`src/rtl/lenet_pkg.sv`:
```
// Shared definitions for the LeNet layer control units: FSM encoding and
// frame-geometry helpers used to size addresses and the line FIFO.
package lenet_pkg;

  typedef enum logic [1:0] {
    ST_IDLE    = 2'd0,
    ST_READ    = 2'd1,
    ST_DRAIN   = 2'd2,
    ST_HANDOFF = 2'd3
  } cu_state_t;

  // Output frame side for a stride-1 valid convolution.
  function automatic int calc_ofm_size(input int ifm_size, input int kernal_size);
    return ifm_size - kernal_size + 1;
  endfunction

  // Pixels that must be buffered before the first full KxK window exists.
  function automatic int calc_fifo_size(input int ifm_size, input int kernal_size);
    return (kernal_size - 1) * ifm_size + kernal_size;
  endfunction

endpackage

```
`src/rtl/delay_line.sv`:
```
// Fixed-depth shift register, cleared by reset; used to align the OFM write
// enable with the end of the convolution datapath pipeline.
module delay_line #(
  parameter int WIDTH = 1,
  parameter int DEPTH = 1
) (
  input  logic             clk,
  input  logic             reset,
  input  logic [WIDTH-1:0] i_data,
  output logic [WIDTH-1:0] o_data
);

  logic [WIDTH-1:0] r_pipe [DEPTH];

  // Shift the input through DEPTH register stages.
  always_ff @(posedge clk or posedge reset) begin
    if (reset) begin
      for (int i = 0; i < DEPTH; i++) begin
        r_pipe[i] <= {WIDTH{1'b0}};
      end
    end else begin
      r_pipe[0] <= i_data;
      for (int i = 1; i < DEPTH; i++) begin
        r_pipe[i] <= r_pipe[i-1];
      end
    end
  end

  assign o_data = r_pipe[DEPTH-1];

endmodule

```
`src/rtl/conv2_cu.sv`:
```
// Control unit for the conv layer after Pool1: reads one IFM frame from the
// ping-pong buffer, strobes the conv window, writes the OFM and hands each
// finished bank downstream.
module conv2_cu
  import lenet_pkg::*;
#(
  parameter int IFM_SIZE         = 14,
  parameter int IFM_DEPTH        = 6,
  parameter int KERNAL_SIZE      = 5,
  parameter int CONV_LATENCY     = 4,
  parameter int OFM_SIZE         = calc_ofm_size(IFM_SIZE, KERNAL_SIZE),
  parameter int ADDRESS_SIZE_IFM = $clog2(IFM_SIZE * IFM_SIZE),
  parameter int ADDRESS_SIZE_OFM = $clog2(OFM_SIZE * OFM_SIZE)
) (
  input  logic                        clk,
  input  logic                        reset,
  input  logic                        start_from_previous,
  output logic                        end_to_previous,
  output logic                        ifm_enable_read,
  output logic [ADDRESS_SIZE_IFM-1:0] ifm_address_read,
  output logic                        ifm_sel_read,
  output logic                        fifo_enable,
  output logic                        conv_enable,
  output logic                        ofm_enable_write,
  output logic [ADDRESS_SIZE_OFM-1:0] ofm_address_write,
  output logic                        ofm_sel_write,
  input  logic                        end_from_next,
  output logic                        start_to_next
);

  localparam int FIFO_SIZE = calc_fifo_size(IFM_SIZE, KERNAL_SIZE);
  localparam int CNT_W     = $clog2(IFM_SIZE);
  localparam int AI        = ADDRESS_SIZE_IFM;
  localparam int AO        = ADDRESS_SIZE_OFM;

  // Reject geometries the control timing cannot support.
  if (CONV_LATENCY < 1 || IFM_DEPTH < 1 || KERNAL_SIZE < 1 ||
      FIFO_SIZE > IFM_SIZE * IFM_SIZE) begin : g_param_check
    $error("conv2_cu: illegal parameter combination");
  end

  cu_state_t          r_state;
  cu_state_t          w_next_state;
  logic               w_start_next;
  logic [AI-1:0]      r_ifm_addr;
  logic               r_ifm_sel;
  logic               r_fifo_en;
  logic [CNT_W-1:0]   r_row;
  logic [CNT_W-1:0]   r_col;
  logic               r_conv_en;
  logic               w_ofm_we;
  logic [AO-1:0]      r_ofm_addr;
  logic               r_ofm_sel;
  logic               w_last_read;
  logic               w_last_write;

  assign w_last_read  = (r_state == ST_READ) && (r_ifm_addr == AI'(IFM_SIZE * IFM_SIZE - 1));
  assign w_last_write = w_ofm_we && (r_ofm_addr == AO'(OFM_SIZE * OFM_SIZE - 1));

  // Next-state logic; the downstream start pulse is issued directly from
  // HANDOFF so a waiting bank is released in the same cycle end_from_next rises.
  always_comb begin
    w_next_state = r_state;
    w_start_next = 1'b0;
    case (r_state)
      ST_IDLE: begin
        if (start_from_previous) w_next_state = ST_READ;
        else                     w_next_state = ST_IDLE;
      end
      ST_READ: begin
        if (w_last_read) w_next_state = ST_DRAIN;
        else             w_next_state = ST_READ;
      end
      ST_DRAIN: begin
        if (w_last_write) w_next_state = ST_HANDOFF;
        else              w_next_state = ST_DRAIN;
      end
      ST_HANDOFF: begin
        if (end_from_next) begin
          w_start_next = 1'b1;
          w_next_state = ST_IDLE;
        end else begin
          w_next_state = ST_HANDOFF;
        end
      end
      default: w_next_state = ST_IDLE;
    endcase
  end

  // FSM state register.
  always_ff @(posedge clk or posedge reset) begin
    if (reset) r_state <= ST_IDLE;
    else       r_state <= w_next_state;
  end

  // IFM raster read address and bank select; the bank flips with the last read.
  always_ff @(posedge clk or posedge reset) begin
    if (reset) begin
      r_ifm_addr <= {AI{1'b0}};
      r_ifm_sel  <= 1'b0;
    end else if (r_state == ST_READ) begin
      if (w_last_read) begin
        r_ifm_addr <= {AI{1'b0}};
        r_ifm_sel  <= ~r_ifm_sel;
      end else begin
        r_ifm_addr <= r_ifm_addr + AI'(1);
      end
    end
  end

  // Read data arrives one cycle after the enable; that is when the FIFO shifts.
  always_ff @(posedge clk or posedge reset) begin
    if (reset) r_fifo_en <= 1'b0;
    else       r_fifo_en <= (r_state == ST_READ);
  end

  // Track the row/column of the pixel entering the FIFO this cycle.
  always_ff @(posedge clk or posedge reset) begin
    if (reset) begin
      r_row <= {CNT_W{1'b0}};
      r_col <= {CNT_W{1'b0}};
    end else if (r_fifo_en) begin
      if (r_col == CNT_W'(IFM_SIZE - 1)) begin
        r_col <= {CNT_W{1'b0}};
        if (r_row == CNT_W'(IFM_SIZE - 1)) r_row <= {CNT_W{1'b0}};
        else                               r_row <= r_row + CNT_W'(1);
      end else begin
        r_col <= r_col + CNT_W'(1);
      end
    end
  end

  // A full window exists once the incoming pixel is at or past (K-1, K-1).
  always_ff @(posedge clk or posedge reset) begin
    if (reset) r_conv_en <= 1'b0;
    else       r_conv_en <= r_fifo_en &&
                            (r_row >= CNT_W'(KERNAL_SIZE - 1)) &&
                            (r_col >= CNT_W'(KERNAL_SIZE - 1));
  end

  delay_line #(
    .WIDTH (1),
    .DEPTH (CONV_LATENCY)
  ) u_we_pipe (
    .clk    (clk),
    .reset  (reset),
    .i_data (r_conv_en),
    .o_data (w_ofm_we)
  );

  // OFM raster write address, wrapping after the last output pixel.
  always_ff @(posedge clk or posedge reset) begin
    if (reset) begin
      r_ofm_addr <= {AO{1'b0}};
    end else if (w_ofm_we) begin
      if (w_last_write) r_ofm_addr <= {AO{1'b0}};
      else              r_ofm_addr <= r_ofm_addr + AO'(1);
    end
  end

  // OFM bank flips when the finished bank is handed downstream.
  always_ff @(posedge clk or posedge reset) begin
    if (reset)             r_ofm_sel <= 1'b0;
    else if (w_start_next) r_ofm_sel <= ~r_ofm_sel;
  end

  assign end_to_previous   = (r_state == ST_IDLE);
  assign ifm_enable_read   = (r_state == ST_READ);
  assign ifm_address_read  = r_ifm_addr;
  assign ifm_sel_read      = r_ifm_sel;
  assign fifo_enable       = r_fifo_en;
  assign conv_enable       = r_conv_en;
  assign ofm_enable_write  = w_ofm_we;
  assign ofm_address_write = r_ofm_addr;
  assign ofm_sel_write     = r_ofm_sel;
  assign start_to_next     = w_start_next;

endmodule
```
`config.mk`:
```
export PLATFORM = sky130hd
export DESIGN_NAME = conv2_cu
export DESIGN_NICKNAME = d
export VERILOG_FILES = /design/src/rtl/lenet_pkg.sv /design/src/rtl/delay_line.sv /design/src/rtl/conv2_cu.sv
export SDC_FILE = /design/constraint.sdc
export NUM_CORES = 1
export LEC_CHECK = 0
export BUFFER_PORTS_ARGS = -buffer_cell sky130_fd_sc_hd__buf_2
export CAP_MARGIN = 10
export CORE_ASPECT_RATIO = 0.5
export CORE_MARGIN = 3
export CORE_UTILIZATION = 54
export CTS_CLUSTER_SIZE = 14
export DETAILED_ROUTE_END_ITERATION = 7
export GPL_TIMING_DRIVEN = 0
export PLACE_DENSITY_LB_ADDON = 0.12
export SYNTH_ARGS = -nofsm -noshare
export SYNTH_HDL_FRONTEND = slang
export SYNTH_SLANG_ARGS = --single-unit
```
`constraint.sdc`:
```
create_clock -name clk -period 1.8 [get_ports clk]
set_input_delay 0.54 -clock clk [delete_from_list [all_inputs] [get_ports clk]]
set_output_delay 0.54 -clock clk [all_outputs]
set_load 0.1 [all_outputs]
```
## Yosys cells after proc, flatten, opt, wreduce, memory -nomap -nowiden

Index checks and enable logic that the tools add are counted.

| word-level totals | value |
|---|---|
| memories kept | 0 |
| bits in latches | 0 |
| word-level logic and storage cells | 46 |
| output and inout bits | 23 |
| bits in writable memories | 0 |
| bits in read-only memories | 0 |
| register bits after elaboration | 33 |
| bits of input ports | 4 |

| cells by class | value |
|---|---|
| $mul | 0 |
| add/sub/neg operators | 4 |
| bitwise logic cells | 2 |
| multiplexer cells | 11 |
| magnitude comparators | 2 |
| div/mod/pow operators | 0 |
| shift operators | 0 |
| reduce and logical (&&, ||, !) cells | 7 |
| eq/ne operators | 7 |

Operator list:

| operator | count |
|---|---|
| $add 4x1->4 const B | 2 |
| $add 8x1->8 const B | 1 |
| $eq 4x4->1 const B | 2 |
| $eq 8x8->1 const B | 1 |
| $ge 4x3->1 const B | 2 |
| $mux 4 | 2 |
| $mux 8 | 1 |
| $pmux 2 s4 | 1 |
| $add 7x1->7 const B | 1 |
| $eq 7x7->1 const B | 1 |
| $mux 7 | 1 |
| $eq 2x2->1 const B | 2 |
| $logic_and 1x1->1 | 4 |
| $mux 1 | 4 |
| $mux 2 | 2 |
| $reduce_and 2->1 | 2 |
| $eq 2x1->1 const B | 1 |
| $logic_not 2->1 | 1 |
| $not 1->1 | 2 |

## Longest topological paths before layout

| depth | value |
|---|---|
| depth in word-level cells | 4 |
| depth in mapped cells | 4 |
| depth with buffers taken out | 4 |

## By module

A second synthesis with hierarchy kept.

| unflattened totals | value |
|---|---|
| cells, all modules | 129 |
| area total of the unflattened synthesis | 1,482.7 µm² |

By module, submodules not included:

| module | cells an instance | times used | area each (µm²) |
|---|---|---|---|
| conv2_cu | 124 | 1 | 1,378.8 |
| delay_line | 5 | 1 | 103.8 |

## Worst setup path before layout

No wires, ideal clock.

| timing | value |
|---|---|
| path type | reg-to-output |
| start | register r_state[0] |
| end | output port end_to_previous |
| data required time | 1.260 ns |
| stages on the path, launching flop included | 2 |
| slack | -0.472 ns |
| data arrival time | 1.732 ns |
| cell sequence | dfrtp_1 -> nor2_1 |

| between the ends | value |
|---|---|
| cells in the longest elaborated chain, start to end | 1 |

Ends and longest elaborated chain:

| item | line | RTL |
|---|---|---|
| start: declaration | conv2_cu.sv:42 | `cu_state_t r_state;` |
| start signal: assignment | conv2_cu.sv:93 | `else r_state <= w_next_state;` |
| $logic_not 2->1 | conv2_cu.sv:167 | `assign end_to_previous = (r_state == ST_IDLE);` |
| end: declaration | conv2_cu.sv:18 | `output logic end_to_previous,` |

No other way between the ends.

## Worst setup path after layout

| timing | value |
|---|---|
| start | register r_state[1] |
| end | output port ifm_enable_read |

| between the ends | value |
|---|---|
| cells in the longest elaborated chain, start to end | 1 |

Ends and longest elaborated chain:

| item | line | RTL |
|---|---|---|
| $eq 2x1->1 | conv2_cu.sv:168 | `assign ifm_enable_read = (r_state == ST_READ);` |
| end: declaration | conv2_cu.sv:19 | `output logic ifm_enable_read,` |

No other way between the ends.

==> metrics.cfg <==
[run_status]
outcome = complete, but fails checks
failed_checks = negative setup slack

[power_and_ir_drop]
power_density_nw_per_um2 = 740.3
leakage_uw = 0.0009107
peakVddDrop_mv = 0.5411

[critical_path]
required_ns = 1.26
worst_setup_path_start_kind = register
critPathBufInv = 2
crit_slowest_cell = dfrtp_2
cp_top_family = flip-flops
crit_start = r_state[1]
critPathMaxStageDelay_ns = 0.45
regToRegStartpoint = ifm_address_read[0]
end_kind = output port
crit_arrival_ns = 1.33
rrSetupSlack_ns = 0.10
r2r-end = r_state[0]
worst-path-max-fanout = 5
r2r_cells = 4
crit_end = ifm_enable_read
critPathKind = register to output port
cp.depth = 3
cp_cell_sequence = or2b_4 -> clkinvlp_4 -> buf_12

[synthesis]
syn_nets = 134
netlist-cell-type-count = 41
synthTopCellsByArea = dfrtp_1 56%, xor2_1 3.6%, xnor2_1 3.0%, o21ai_0 2.7%, nand4_1 2.5%
syn_area_um2 = 1479
async_flop_share_pct = 100.0
ys.flop_type = dfrtp_1
synthCells = 128
synth-edff-count = 0
ys_seq_area_share_pct = 55.84
synth_top_area_share_pct = 55.84
synth_top_cell_by_area = dfrtp_1
ys_ff_latch = 33
yosysWarnings = 0
postSynthAreaPerCell_um2 = 11.55

[cts]
cts_tree = built
clk_pin_slew_ns = 0.07
htree_num_levels = 2
clock_sinks = 33
cts_buffers = 5
cts.path.max_buffers = 2
cts_root_buffer = clkbuf_8
clk_latency_ns = 0.28

[route]
met3_wirelength_um = 204
vias = 1143
drt-pass1-iter-count = 4
routedWlPerCell_um = 15.40
dr.max_layer_used = met4
drt-met1-wl_um = 1398
finalWirelength_um = 3111
met2WireLength_um = 1481
routed_via_density = 5.658
drt_iter0_drc = 69
detail-route-antenna-nets = 0
route.detailed.drc = 0

[sta]
finalHoldViolCount = 0
finClkSkew_ns = 0.009758
worst_slew_pin_slew_ns = 0.5190
holdWs_ns = 0.2326
drv_slew = 0
worst_slack_ns = -0.06564
slew_headroom_pct = 64.91
fmax_mhz = 536.0
setup_viol = 1
fin_crit_ns = 1.866
finalCritPeriodShare_pct = 103.6
rsz0062_at_grt = yes

[placement]
dp_slack_ns = -0.1221
hpwl_um = 2033
gp_congestion = 0.7487
io_buffers = 26

[run]
drv_cap = 0

[layout]
areaGrowthSynthToFinish_pct = 25.89
fin_nets = 172
drive_above_1_share_pct = 41.32
antenna_cells = 0
layout_commonest_cell = buf_2
utilization_pct = 77.50
final_cell_mix = 23 x buf_2, 18 x dfrtp_1, 13 x dfrtp_2, 9 x nand2_1, 8 x o21ai_0

[global_route]
overflow = 0
grt_pass1_wl_um = 4857
antenna_found_initial = 0
grt_max_degree = 34
track_usage_pct = 18.57
grt_pass1_vias = 1075

[hold_path]
min_path_type = input pin to async pin

[floorplanning]
ioPinCount = 27
core_area_um2 = 2402
num_rows = 12
initial_utilization_pct = 61.56
die_area_um2 = 3441
die_w_um = 80.01
fp.dieH_um = 43.01

-- worst reg2reg max path, stage by stage, from the launching register on --
cell	delay (ns)
dfrtp_4	0.45
ha_1	0.22
or3b_1	0.42
o21ai_0	0.34
o211ai_1	0.14
-- metal layers --
layer,vias to the layer above,global-route usage [%]
met4,0,5.051
met2,33,30.26
met3,4,6.568
met1,561,23.55
met5,-,0
li1,545,-
-- stage by stage --
| step | setup TNS [ns] | total power, µW | area [µm²] | cells |
|---|---|---|---|---|
| final | -0.06564 | 1378 | 1862 | 202 |
| after global routing | -0.1035 | 1426 | 1862 | 202 |
| after CTS | -0.04753 | 1377 | 1832 | 201 |
| after detailed placement | -0.3245 | 776.3 | 1680 | 189 |
| after global placement | -0.1648 | 775.6 | 1680 | 189 |
| after floorplan | -0.01721 | 768.5 | 1506 | 128 |
-- area by class of cell --
cell class                 instances  area (µm²)
sequential                        33       849.6
multi-input combinational         88       629.4
fill                             151       540.5
timing repair buffer              31       207.7
clock buffer                       7       96.34
tap                               35       43.79
inverter                           6       26.28
clock inverter                     1       5.005
buffer                             1       3.754
-- worst min path at each step --
stage	to	slack [ns]	depth (start not counted)
final	ifm_address_read[2]	0.23	2
after floorplan	u_we_pipe.o_data	0.33	0
after global routing	ofm_address_write[4]	0.25	2
after global placement	u_we_pipe.r_pipe[2]	0.33	0
after detailed placement	u_we_pipe.o_data	0.34	0
after CTS	u_we_pipe.o_data	0.35	0
-- power by group --
group          internal (µW)  switching [µW]  total (µW)
logic                   9.95            18.0        27.9
registers                741               0         741
clock network            345             264         609
-- cells in the mapped netlist, drive strengths merged (2+ instances only) --
master / n
dfrtp: 33
nand2: 9
o21ai: 8
nor2: 7
a21oi: 6
inv: 6
nand4: 6
xor2: 6
nand3: 5
xnor2: 5
mux2: 3
a21o: 2
and2: 2
and3: 2
ha: 2
nand3b: 2
nor3: 2
o221a: 2
or3: 2
-- kinds of logic (layout without fill, tap and decap cells) --
group	Yosys count	in the layout	synth area share, %
adders and majority gates	2	2	1.692
AOI/OAI and AO/OA	27	27	12.44
and+or+nand+nor	45	45	19.46
xor gates and xnor gates	11	11	6.514
muxes	3	3	2.284
DFF	33	33	55.84
buffers and inverters	7	46	1.776
-- flip-flops by register name (all words and copies together), names as in the netlist --
name and flops:
conv_enable 1, fifo_enable 1, ifm_address_read 8, ifm_sel_read 1
ofm_address_write 7, ofm_sel_write 1, r_col 4, r_row 4
r_state 2, u_we_pipe.o_data 1, u_we_pipe.r_pipe 3
-- what timing repair did --
item / in CTS / in global routing
buffers inserted: 4 / 0
setup endpoints to repair: 3 / 3
endpoints found under the hold margin: 0 / 0
hold buffers: 0 / 0
pin swaps: 0 / 0
gates resized for setup: 7 / 1
No activity file was read; power rests on OpenSTA's default activity.
